`src/rtl/fios_pkg.sv`:
```
// Shared types and sizing helpers for the FIOS BRAM loader.
package fios_pkg;

  // Number of 17-bit words per operand for a given operand bit width.
  function automatic int unsigned fios_words(input int unsigned width);
    return (width + 1) / 17 + 1;
  endfunction

  // Operand selector presented to the core alongside each streamed word.
  typedef enum logic [1:0] {
    P_PRIME0 = 2'd0,
    P        = 2'd1,
    A        = 2'd2,
    B        = 2'd3
  } op_sel_t;

  // Loader sequencing states; StPerfWr is only reachable with the cycle counter built in.
  typedef enum logic [2:0] {
    StIdle,
    StLoad,
    StDrain,
    StKick,
    StWaitRes,
    StPerfWr,
    StDone
  } ld_state_t;

endpackage

```
`src/rtl/fios_bram_addr_gen.sv`:
```
// Word counter with terminal-count flag and byte-address formation, reused by the
// operand read phase and the result write phase of the loader.
module fios_bram_addr_gen #(
  parameter int unsigned CntW = 6
) (
  input  logic            clock_i,
  input  logic            reset_i,
  input  logic            clear_i,
  input  logic            inc_i,
  input  logic [CntW-1:0] last_i,
  output logic [CntW-1:0] cnt_o,
  output logic            tc_o,
  output logic [31:0]     byte_addr_o
);

  logic [CntW-1:0] cnt_q;

  // Word counter: clear has priority over increment.
  always_ff @(posedge clock_i or negedge reset_i) begin
    if (!reset_i) begin
      cnt_q <= '0;
    end else if (clear_i) begin
      cnt_q <= '0;
    end else if (inc_i) begin
      cnt_q <= cnt_q + 1'b1;
    end
  end

  assign cnt_o       = cnt_q;
  assign tc_o        = (cnt_q == last_i);
  assign byte_addr_o = {{(32 - CntW - 2){1'b0}}, cnt_q, 2'b00};

endmodule

```
`src/rtl/fios_bram_loader.sv`:
```
// FIOS-side BRAM master: streams p'_0, p, a, b into the core, kicks it, and stores the
// result words back at BRAM word 0 onward.
// Optional feature macro: FIOS_LOADER_PERF_CNT_EN adds cycles_o and stores the
// start-to-done cycle count at word S after the result.
module fios_bram_loader
  import fios_pkg::*;
#(
  parameter  int unsigned WIDTH = 256,
  localparam int unsigned S     = fios_words(WIDTH),
  localparam int unsigned IdxW  = $clog2(S)
) (
  input  logic            clock_i,
  input  logic            reset_i,
  input  logic            start_i,
  output logic            done_o,
  output logic            bram_en_o,
  output logic [3:0]      bram_we_o,
  output logic [31:0]     bram_addr_o,
  output logic [31:0]     bram_din_o,
  input  logic [31:0]     bram_dout_i,
  output logic            op_valid_o,
  output logic [1:0]      op_sel_o,
  output logic [IdxW-1:0] op_idx_o,
  output logic [16:0]     op_data_o,
  output logic            core_start_o,
  input  logic            res_valid_i,
  input  logic [16:0]     res_data_i
`ifdef FIOS_LOADER_PERF_CNT_EN
  ,
  output logic [31:0]     cycles_o
`endif
);

  localparam int unsigned CntW = $clog2(3 * S + 1);

  ld_state_t       state_q, state_d;
  logic            start_ok;
  logic            cnt_clear, cnt_inc, cnt_tc;
  logic [CntW-1:0] cnt_last, cnt;
  logic [31:0]     word_addr;
  logic            rd_valid_q;
  logic [CntW-1:0] rd_idx_q;
  logic [CntW-1:0] rel_idx;
  logic            wr_pend_q;
  logic [16:0]     wr_data_q;
  logic            res_take;
  logic            unused_dout;

  assign unused_dout = ^bram_dout_i[31:17];

`ifdef FIOS_LOADER_PERF_CNT_EN
  logic [31:0] cycles_q, cycles_d;
`endif

  fios_bram_addr_gen #(
    .CntW (CntW)
  ) u_addr_gen (
    .clock_i     (clock_i),
    .reset_i     (reset_i),
    .clear_i     (cnt_clear),
    .inc_i       (cnt_inc),
    .last_i      (cnt_last),
    .cnt_o       (cnt),
    .tc_o        (cnt_tc),
    .byte_addr_o (word_addr)
  );

  // Counter restarts on an accepted start and again before the result phase.
  assign cnt_clear = start_ok || (state_q == StKick);

  // Accept a result word only while a slot among the S results is still free.
  assign res_take = (state_q == StWaitRes) && res_valid_i && !(wr_pend_q && cnt_tc);

  // Next-state logic and BRAM/core control outputs.
  always_comb begin
    state_d      = state_q;
    start_ok     = 1'b0;
    cnt_inc      = 1'b0;
    cnt_last     = CntW'(3 * S);
    bram_en_o    = 1'b0;
    bram_we_o    = 4'h0;
    bram_addr_o  = 32'h0;
    bram_din_o   = 32'h0;
    core_start_o = 1'b0;
    done_o       = 1'b0;
    unique case (state_q)
      StIdle: begin
        if (start_i) begin
          start_ok = 1'b1;
          state_d  = StLoad;
        end
      end
      StLoad: begin
        bram_en_o   = 1'b1;
        bram_addr_o = word_addr;
        cnt_inc     = 1'b1;
        if (cnt_tc) state_d = StDrain;
      end
      StDrain: state_d = StKick;
      StKick: begin
        core_start_o = 1'b1;
        state_d      = StWaitRes;
      end
      StWaitRes: begin
        cnt_last = CntW'(S - 1);
        if (wr_pend_q) begin
          bram_en_o   = 1'b1;
          bram_we_o   = 4'hf;
          bram_addr_o = word_addr;
          bram_din_o  = {15'b0, wr_data_q};
          cnt_inc     = 1'b1;
`ifdef FIOS_LOADER_PERF_CNT_EN
          if (cnt_tc) state_d = StPerfWr;
`else
          if (cnt_tc) state_d = StDone;
`endif
        end
      end
`ifdef FIOS_LOADER_PERF_CNT_EN
      StPerfWr: begin
        // Counter sits at S here; store the value cycles_o will hold once done rises.
        bram_en_o   = 1'b1;
        bram_we_o   = 4'hf;
        bram_addr_o = word_addr;
        bram_din_o  = cycles_q + 32'd1;
        state_d     = StDone;
      end
`endif
      StDone: begin
        done_o = 1'b1;
        if (start_i) begin
          start_ok = 1'b1;
          state_d  = StLoad;
        end
      end
      default: state_d = StIdle;
    endcase
  end

  // State register.
  always_ff @(posedge clock_i or negedge reset_i) begin
    if (!reset_i) begin
      state_q <= StIdle;
    end else begin
      state_q <= state_d;
    end
  end

  // Read-return tracking and result-write staging registers.
  always_ff @(posedge clock_i or negedge reset_i) begin
    if (!reset_i) begin
      rd_valid_q <= 1'b0;
      rd_idx_q   <= '0;
      wr_pend_q  <= 1'b0;
      wr_data_q  <= '0;
    end else begin
      rd_valid_q <= (state_q == StLoad);
      rd_idx_q   <= cnt;
      wr_pend_q  <= res_take;
      if (res_take) wr_data_q <= res_data_i;
    end
  end

  assign rel_idx = rd_idx_q - 1'b1;

  // Operand stream toward the core, decoded from the delayed read word index.
  always_comb begin
    op_valid_o = rd_valid_q;
    op_sel_o   = P_PRIME0;
    op_idx_o   = '0;
    op_data_o  = '0;
    if (rd_valid_q) begin
      op_data_o = bram_dout_i[16:0];
      if (rd_idx_q != '0) begin
        op_sel_o = 2'(32'd1 + 32'(rel_idx) / S);
        op_idx_o = IdxW'(32'(rel_idx) % S);
      end
    end
  end

`ifdef FIOS_LOADER_PERF_CNT_EN
  // Cycle counter: cleared on accepted start, runs while busy, frozen in idle/done.
  always_comb begin
    cycles_d = cycles_q;
    if (start_ok) begin
      cycles_d = 32'd0;
    end else if (state_q != StIdle && state_q != StDone) begin
      cycles_d = cycles_q + 32'd1;
    end
  end

  // Cycle counter register.
  always_ff @(posedge clock_i or negedge reset_i) begin
    if (!reset_i) begin
      cycles_q <= 32'd0;
    end else begin
      cycles_q <= cycles_d;
    end
  end

  assign cycles_o = cycles_q;
`endif

endmodule

```
`config.mk`:
```
export PLATFORM = sky130hd
export DESIGN_NAME = fios_bram_loader
export DESIGN_NICKNAME = d
export VERILOG_FILES = /design/src/rtl/fios_pkg.sv /design/src/rtl/fios_bram_addr_gen.sv /design/src/rtl/fios_bram_loader.sv
export SDC_FILE = /design/constraint.sdc
export NUM_CORES = 1
export LEC_CHECK = 0
export BUFFER_PORTS_ARGS = -buffer_cell sky130_fd_sc_hd__buf_2
export CORE_UTILIZATION = 30
export DETAILED_ROUTE_END_ITERATION = 10
export SLEW_MARGIN = 20
export SYNTH_ARGS = -nofsm -noshare
export SYNTH_HDL_FRONTEND = slang
export SYNTH_HIERARCHICAL = 1
export SYNTH_SLANG_ARGS = --single-unit
```
`constraint.sdc`:
```
create_clock -name clock_i -period 8.3 [get_ports clock_i]
set_input_delay 1.245 -clock clock_i [delete_from_list [all_inputs] [get_ports clock_i]]
set_output_delay 1.245 -clock clock_i [all_outputs]
set_load 0.02 [all_outputs]
```
==> run summary <==
The number of port buffers was 91; the share of layout cells above drive strength 1 was 0.360. The wire length on met3 was 377 µm; the compound-gate portion of the synthesized area was 0.0182. The run finished with clean final reports. The area fraction in and, or, nand and nor cells after synthesis came out at 0.266. Uppermost layer routed: met4. Counting buffers and inverters, the worst setup path is 4 cells deep. The run gives 34 as the number of unique standard cell types used by synthesis.

Clock tree synthesis inserted a total of 5 buffers. After clock tree synthesis, the setup repair step added 0 buffers. For the final database, setup skew stands at 0.00262 ns. Counting tap cells, the placed design contains a total of 426 instances. Summed over all layers, the global routing overflow is 0. Each instance of the synthesized netlist takes up on average 9.51 µm². Dominant synthesized flop cell: dfrtp_1.

Data arrives at the worst endpoint at 2.12 ns. By count the netlist is led by and2_1 (51), buf_4 (50), dfrtp_1 (34), and3_1 (17), nor2_1 (13). In this run the static leakage power is 0.00162 µW. The synthesized-area fraction occupied by xor and xnor cells was 0.0567. Clock-pin slew was measured on the worst setup and hold paths at 0.07 ns. The area taken by multi-input logic gates is 0.00126 mm². For the maximum buffer depth of the clock tree, the log shows 2. The number of buffers and inverters on the critical path was 1. The global-route wire length before repair was 7.31 mm; the number of flops mapped to enable cells by yosys was 0. The total half-perimeter wirelength after legalization and detailed placement is 3.48 mm. Measured in cells, the most critical reg-to-reg path has a length of 9. The run gives 0.28 ns as the insertion delay of the later-clocked pin in the worst-skew pair.

The top achievable clock speed was 297 MHz; the I/O pin count was 148. The run gives 59 as the detailed router's first-iteration violation count. The slowest library cell on the worst path is dfrtp_1.

TritonCTS built the clock tree. The setup path with the least slack is of type reg2out. After detailed routing, the average wire length per cell comes to 10.9 µm. Post-synthesis cell type with the largest combined area: dfrtp_1. Along the worst path, the maximum fanout reaches 38. Measured along the y axis, the die boundary spans 91.5 µm.

The number of synthesized register bits is 34. For the total routing usage reported by global routing, the log shows 0.110. The run gives 810 as the number of filler instances in the final layout. The number of sinks on the clock net was 34; the number of hold buffers added after cts was 0. Post-CTS repair changed the size of 0 cells.

VDD sags by at most 0.0660 mV. The family of cells with the greatest summed delay on the critical path was simple AND/OR/NAND/NOR gates. In the routed design, unresolved DRC markers number 0.

The count of antenna diodes in the layout was 0; the number of non-filler instances in the completed layout was 433. The tools report the sequential element share of the synthesized area as 0.354. Routability-driven placement finished with a final weighted congestion of 0.677.

Setup violations remaining at the end of the flow were counted as 0. Following the worst setup path forward leads to its endpoint at bram_addr_o[3]. The area taken by flip-flops and latches is 851 µm², and the clock period minus final worst setup slack is 3.37 ns. Class of the most critical hold timing path: reg2reg. The tools report the routed via count as 1,758. The logs give 2.29 mm for the wire length on met2 and 0.00838 mm² for the total die area.

In this run the power density over the cells is 219 mW/mm². The run gives 0.493 as the relative slew slack. The number of antenna violations at the first check in global routing was 0; the adder and majority gate portion of the synthesized area was 0.0198. The post-detailed-route via-to-cell ratio came out at 4.06. The measured slew at the worst slew-check pin came out at 0.760 ns.

The total area inside the core boundary comes to 0.00773 mm². Yosys printed 6 warnings. For this run, the post-layout net count is 387. The tools report the via count of the first global-routing pass as 1,606.

The tools report the startpoint of the most critical register-to-register path as state_q[1]. Row generation in the floorplan step produced 32 rows. The pin count of the biggest net entering global routing was 39; the number of H-tree levels was 2. The endpoint identified for the worst register-to-register timing path is wr_data_q[9].

The critical path goes through a21oi_1, nor2_4, and2_1, buf_2. STA classifies the critical path startpoint as a flip-flop. The final count of hold timing violations is 0, and the mux contribution to synthesized area is 0.0978. By area the synthesized netlist is led by dfrtp_1 (35%), buf_4 (16%), and2_1 (13%). Residual antenna-violating net count after detailed routing: 0.

The buffer type at the clock tree root is clkbuf_8. The setup check on the worst reg-to-reg path leaves a slack of 5.47 ns. Setup repair after global routing left no endpoint under its margin. For this block, the routed nets add up to 4.71 mm of wire. The tools report the initial core utilization as 0.311. The async set-or-reset flop fraction in the synthesized netlist is 1.00.

The final clock period utilization by the worst path works out to 0.406. The number of iterations in the first detailed-routing pass is 4, and the area of the mapped netlist is 0.00240 mm². The number of max-slew violations in the final report is 0, and the reported max-cap violation count is 0. In the final routing, the length of wire on met1 measures 1.98 mm.

The tools report the critical path data required time as 7.05 ns. In the post-synthesis netlist, the cell with the most instances is and2_1. On the worst path, the slowest cell contributes a delay of 0.70 ns. Relative to the synthesized area, the layout overhead comes to 16.5%. The worst setup path is captured at an output pin. The proportion of netlist area held by the largest area contributor was 0.354. Timing startpoint of the critical path: wr_pend_q. The die width is 91.5 µm. The instance count of the mapped netlist is 253. For the overall power consumption, the log shows 613 µW. The final setup TNS was 0 ns. By area, the combinational part of the netlist is dominated by simple AND/OR/NAND/NOR gates.
-- where the power goes --
part | switching [µW] | total, µW | internal [µW]
combinational | 163 | 270 | 107
sequential | 37.4 | 229 | 192
clock | 57.3 | 114 | 56.2
-- worst reg2reg max path, cell delays in order (launching register included) --
cell,delay [ns]
dfrtp_1,0.46
and2b_1,0.27
and2b_4,0.35
inv_1,0.14
xnor2_1,0.17
nand4_1,0.09
nor3_1,0.36
nand2_1,0.16
nand3_4,0.32
mux2_2,0.39
-- per-layer routing --
metal	vias to the layer above	GRT usage
li1	873	-
met1	788	0.124
met2	90	0.201
met3	7	0.0268
met4	0	0.0357
met5	-	0
-- stage by stage --
step	cell area, µm²	utilization	hold WS, ns	setup WS, ns
after global placement	2720	0.352	0.449	4.98
after detailed placement	2720	0.352	0.455	4.90
final	2800	0.363	0.465	4.93
after global routing	2800	0.363	0.475	4.71
after CTS	2800	0.362	0.466	4.59
after floorplan	2550	-	0.471	5.36
-- kinds of logic after synthesis --
| family | after synthesis |
|---|---|
| other | 2 |
| AO/OA/AOI/OAI | 8 |
| multiplexers | 18 |
| AND/OR/NAND/NOR | 107 |
| buffers and inverters | 66 |
| adder cells (fa/ha/maj) | 4 |
| flip-flops | 34 |
| XOR/XNOR | 14 |
-- cell type report --
| type | instances | share of cell area |
|---|---|---|
| clock buffers | 5 | 0.0246 |
| clock inverters | 2 | 0.00357 |
| inverters | 7 | 0.00937 |
| multi-input cells | 192 | 0.451 |
| flip-flops and latches | 34 | 0.304 |
| well taps | 102 | 0.0455 |
| repair buffers | 91 | 0.162 |
-- state kept, by name, indices dropped and copies added, names as in the netlist --
signal	flops
op_valid_o	1
state_q	3
rd_idx_q	6
wr_data_q	17
u_addr_gen/cnt_o	6
wr_pend_q	1
-- placed cells by master, fill, tap and decap left out, drive strengths merged, types with 2 or more instances in the layout --
cell | Yosys | routed
and2b | 2 | 2
dfrtp | 34 | 34
clkbuf | 7 | 5
inv | 7 | 7
o21ai | 5 | 5
mux2 | 17 | 17
a21oi | 2 | 2
nor3 | 3 | 3
nor3b | 2 | 2
and2 | 51 | 51
or3 | 2 | 2
nand4 | 3 | 3
ha | 3 | 3
nand2 | 8 | 8
nor2 | 13 | 13
clkinv | 0 | 2
xor2 | 6 | 6
xnor2 | 7 | 7
nand2b | 2 | 2
nor2b | 2 | 2
and3 | 17 | 17
buf | 52 | 91
conb | 2 | 41
-- worst min-delay path by stage --
stage / to / from / cells past startpoint
5_1_grt: rd_idx_q[5] / u_addr_gen/cnt_o[5] / 0
6_report: rd_idx_q[5] / u_addr_gen/cnt_o[5] / 0
3_3_place_gp: rd_idx_q[5] / u_addr_gen/cnt_o[5] / 0
4_1_cts: rd_idx_q[5] / u_addr_gen/cnt_o[5] / 0
3_5_place_dp: rd_idx_q[5] / u_addr_gen/cnt_o[5] / 0
2_1_floorplan: wr_data_q[10] / wr_data_q[10] / 1
Power figures use the tool's default switching activity.
